$ cat config.mk
export PLATFORM = sky130hd
export DESIGN_NAME = led_blink_arbiter
export DESIGN_NICKNAME = d
export VERILOG_FILES = /design/src/rtl/led_blink_arbiter.sv
export SDC_FILE = /design/constraint.sdc
export NUM_CORES = 1
export LEC_CHECK = 0
export BUFFER_PORTS_ARGS = -buffer_cell sky130_fd_sc_hd__clkbuf_2
export CAP_MARGIN = 10
export CORE_ASPECT_RATIO = 0.7
export CORE_UTILIZATION = 25
export DETAILED_ROUTE_END_ITERATION = 8
export GPL_TIMING_DRIVEN = 0
export PLACE_DENSITY = 0.41
export SYNTH_ARGS = -nofsm -noshare
export SYNTH_HDL_FRONTEND = slang
export SYNTH_SLANG_ARGS = --single-unit
$ cat constraint.sdc
create_clock -name clk -period 2.4 [get_ports clk]
set_input_delay 0.36 -clock clk [delete_from_list [all_inputs] [get_ports clk]]
set_output_delay 0.36 -clock clk [all_outputs]
set_load 0.02 [all_outputs]
$ cat src/rtl/led_blink_arbiter.sv
// led_blink_arbiter: round-robin arbiter sharing one status LED between requesters that each ask for a burst of blinks
// Ports: clk, rst (async, active high); req[NUM_REQ] level requests; blink_count[NUM_REQ*CNT_W] per-requester blink counts;
// gnt one-hot grant held for the burst; done one-cycle completion pulse; led drive (1 = on); busy from grant through done.
module led_blink_arbiter #(
  parameter int NUM_REQ      = 4,
  parameter int CNT_W        = 8,
  parameter int PRESCALE_DIV = 6000000
) (
  input  logic                     clk,
  input  logic                     rst,
  input  logic [NUM_REQ-1:0]       req,
  input  logic [NUM_REQ*CNT_W-1:0] blink_count,
  output logic [NUM_REQ-1:0]       gnt,
  output logic [NUM_REQ-1:0]       done,
  output logic                     led,
  output logic                     busy
);
  localparam int IW = $clog2(NUM_REQ);
  localparam int PW = $clog2(PRESCALE_DIV);
  localparam logic [NUM_REQ-1:0] ONE = NUM_REQ'(1);
  typedef enum logic [1:0] {IDLE, ON, OFF, FIN} state_t;
  state_t            st_q;
  logic [IW-1:0]     rr_q, idx_q, pick_d;
  logic [PW-1:0]     pre_q;
  logic [CNT_W-1:0]  rem_q, cnt_d;
  logic [NUM_REQ-1:0] gnt_q, done_q;
  logic              led_q, busy_q, tick;
  always_comb begin
    pick_d = '0;
    for (int k = NUM_REQ - 1; k >= 0; k--) begin
      // the lowest offset from rr_q wins, so walk offsets downward
      if (req[(int'(rr_q) + k) % NUM_REQ]) pick_d = IW'((int'(rr_q) + k) % NUM_REQ);
    end
    cnt_d = blink_count[int'(pick_d)*CNT_W +: CNT_W];
  end
  assign tick = pre_q == PW'(PRESCALE_DIV - 1);
  always_ff @(posedge clk or posedge rst) begin
    if (rst) begin
      st_q   <= IDLE;
      rr_q   <= '0;
      idx_q  <= '0;
      pre_q  <= '0;
      rem_q  <= '0;
      gnt_q  <= '0;
      done_q <= '0;
      led_q  <= 1'b0;
      busy_q <= 1'b0;
    end else begin
      done_q <= '0;
      case (st_q)
        IDLE: if (|req) begin
          idx_q  <= pick_d;
          rem_q  <= cnt_d;
          pre_q  <= '0;
          gnt_q  <= ONE << pick_d;
          busy_q <= 1'b1;
          led_q  <= cnt_d != '0;
          st_q   <= cnt_d == '0 ? FIN : ON;
        end
        ON: begin
          pre_q <= tick ? '0 : pre_q + 1'b1;
          if (tick) begin
            led_q <= 1'b0;
            st_q  <= OFF;
          end
        end
        OFF: begin
          pre_q <= tick ? '0 : pre_q + 1'b1;
          if (tick && rem_q == CNT_W'(1)) begin
            gnt_q  <= '0;
            done_q <= ONE << idx_q;
            st_q   <= FIN;
          end else if (tick) begin
            rem_q <= rem_q - 1'b1;
            led_q <= 1'b1;
            st_q  <= ON;
          end
        end
        default: begin
          // a zero-count burst enters FIN with gnt still up for its one grant cycle; emit done on the next
          if (|gnt_q) begin
            gnt_q  <= '0;
            done_q <= ONE << idx_q;
          end else begin
            busy_q <= 1'b0;
            rr_q   <= idx_q == IW'(NUM_REQ - 1) ? '0 : idx_q + 1'b1;
            st_q   <= IDLE;
          end
        end
      endcase
    end
  end
  assign gnt  = gnt_q;
  assign done = done_q;
  assign led  = led_q;
  assign busy = busy_q;
endmodule

==> qor.yml <==
sta:
  final.period_utilization_pct: 95.4
  slew_headroom_pct: 24.4
  worstMarginPinSlew_ns: 1.12
  max_freq_mhz: 437
  skew_ns: 0.00758
  setup_tns_ns: 0
  setup_viol: 0
  fin_crit_ns: 2.29
  slew_viol_final: 0
  hold_viol: 0
  grt_setup_unrepaired: "false"
setup_path:
  cp-start-kind: "flop"
  crit_required_ns: 2.58
  critPathArrivalTime_ns: 2.46
  path_class: "flop to flop"
  cp_top_family: "simple AND/OR/NAND/NOR gates"
  crit_top_cell: "nand3_1"
  worst-path-buf-inv: 2
  endpoint_kind: "flop"
  cp_slowest_cell: "dfrtp_2"
  slowest_delay_ns: 0.45
  cp_max_fo: 10
  crit_chain: "and2_1 > o211ai_1 > clkbuf_1 > nand3_1 > nand3_1 > a22oi_2 > nand4_1 > buf_4 > o21ai_0"
yosys:
  synth.distinct_cells: 49
  synth_top_area_cell: "dfrtp_1"
  yosysWarnings: 0
  synthFlopType: "dfrtp_1"
  synthesis.nets: 408
  async_flop_share_pct: 100
  synth_commonest_cells: "dfrtp_1, nand2_1, nand3_1"
  synth_top_area_share_pct: 39.1
  yosysMostFrequentCell: "dfrtp_1"
  synth_area_leaders: "dfrtp_1, nand3_1, nand2_1, ha_1, nor2_1"
  syn_area_sq_mm: 0.00301
  synth.avg_cell_area_sq_um: 8.40
  synth-edff-count: 0
  synth_cells: 358
  ys_seq_area_share_pct: 39.1
  synth_seq_cells: 47
clocking:
  cts_tree: "done"
  clkSlewWorstSetupHoldPaths_ns: 0.07
  hold_buffers: 0
  numCtsBuffers: 5
  clk_latency_ns: 0.29
  cts_root_buf: "clkbuf_16"
  cts.sinks: 47
  cts_max_path_buffers: 2
  htreeDepth: 2
power_and_ir_drop:
  switchingPower_w: 0.00113
  power.density_mw_per_mm2: 779
  p_leak_nw: 1.67
  internal_power_w: 0.00179
  clockPowerShare_pct: 24.9
  seq_power_share_pct: 37.6
  swShare_pct: 38.8
  p_comb_share_pct: 37.5
  p_total_w: 0.00292
  ir_drop_uv: 342
run:
  drv_cap: 0
die:
  die_y_um: 93.8
  initial_core_util_pct: 25.6
  die_x_um: 133
  dieArea_sq_mm: 0.0125
  rows: 33
  io_pins: 48
  coreArea_sq_mm: 0.0117
layout:
  fin_area_sq_mm: 0.00375
  final_nets: 471
  register_area_sq_mm: 0.00118
  syn2layout_area_growth_pct: 24.8
  drive_above_1_share_pct: 23.9
  fillCellCount: 1288
  finalNonFillerCells: 579
  multi_input_area_sq_mm: 0.00179
  diodes: 0
drt:
  wl_met1_mm: 4.57
  antenna_left: 0
  wl_per_cell_um: 13.8
  drt_first_pass_iters: 4
  drt_iter0_markers: 182
  dr_wl_met3_um: 253
  maxUsedRoutingLayer: "met4"
  drcViolationCount: 0
  wl_met2_mm: 3.09
  avgViaCountPerCell: 4.74
  routed-via-count: 2746
  totalWireLength_mm: 7.98
grt:
  grt_usage_pct: 14.0
  first_global_vias: 2592
  grt_first_pass_wirelength_mm: 13.5
  grt_overflow: 0
  grt_max_degree: 31
  antenna_found_initial: 0
placement:
  hpwl_mm: 6.00
  io_buffers: 47
  routabilityCongestion: 0.734
  place_area_sq_mm: 0.00346
  dp.cells: 563
run_status:
  status: "finished, final reports clean"
worst_hold_path:
  hold_class: "primary input to asynchronous set/reset pin"
path summary, 6_finish.rpt:
path	startpoint	depth (start not counted)	end	slack (ns)
hold reg to reg	pre_q[6]	1	pre_q[6]	0.49
max in group asynchronous	rst	3	pre_q[16]	1.84
setup / recovery	rr_q[1]	9	st_q[1]	0.11
setup reg to reg	rr_q[1]	9	st_q[1]	0.11
min in group clk	pre_q[6]	1	pre_q[6]	0.49
hold / removal	rst	2	busy	0.04
stage by stage:
stage	hold slack [ns]	utilization, %	setup slack [ns]
after floorplan	0.444	-	0.269
after CTS	0.0509	31.3	0.00424
final	0.0435	32.0	0.111
after global routing	0.0700	32.0	0.00201
after detailed placement	0.373	29.5	-0.346
after global placement	0.486	29.3	-0.354
routing by layer:
layer / GRT usage [%] / vias up
met1: 21.6 / 1300
met2: 18.8 / 42
li1: - / 1400
met4: 3.74 / 0
met3: 3.24 / 4
met5: 0 / -
worst register-to-register path, stage by stage, from the launching register on:
cell      delay, ns
dfrtp_2        0.45
and2_1         0.19
o211ai_1       0.33
clkbuf_1       0.44
nand3_1        0.14
nand3_1        0.17
a22oi_2        0.07
nand4_1        0.17
buf_4          0.14
o21ai_0        0.08
logic make-up after synthesis:
group	Yosys count	share of synthesized area, %
adder cells (fa/ha/maj)	12	4.99
multiplexers	8	2.87
buffers and inverters	25	3.37
XOR/XNOR	18	5.24
AND/OR/NAND/NOR	171	28.2
flip-flops	47	39.1
AO/OA/AOI/OAI	77	16.2
layout make-up:
| cell class | instances | share of cell area (%) |
|---|---|---|
| inverter | 13 | 1.30 |
| clock inverter | 2 | 0.434 |
| timing repair buffer | 56 | 8.41 |
| sequential | 47 | 31.4 |
| multi-input combinational | 286 | 47.8 |
| tap | 157 | 5.24 |
| clock buffer | 6 | 3.70 |
| buffer | 12 | 1.73 |
state kept, by name, summed over array words and instances (netlist names):
signal  flops
busy        1
done        4
gnt         4
idx_q       2
led         1
pre_q      23
rem_q       8
rr_q        2
st_q        2
power by group through the flow:
stage	Sequential, W	Combinational [W]	Clock (W)
after floorplan	0.00111	0.000739	0
after CTS	0.00110	0.00107	0.000769
after global routing	0.00113	0.00126	0.000794
final	0.00110	0.00110	0.000728
after global placement	0.00111	0.00105	0
after detailed placement	0.00111	0.00105	0
what timing repair did:
action | in CTS | in global routing
setup buffers | 4 | 4
endpoints found under the hold margin | 0 | 0
endpoints found under the setup margin | 30 | 35
pin swaps | 3 | 4
gates resized for setup | 8 | 23
cells in the final DEF, fill, tap and decap left out, types with 11 or more instances in the layout:
cell type and n:
clkbuf_2 52, dfrtp_1 46, nand2_1 43, nor2_1 39, nand3_1 39, o21ai_0 26
a21oi_1 15, xor2_1 14, ha_1 12, inv_1 11
Power figures use the tool's default switching activity.
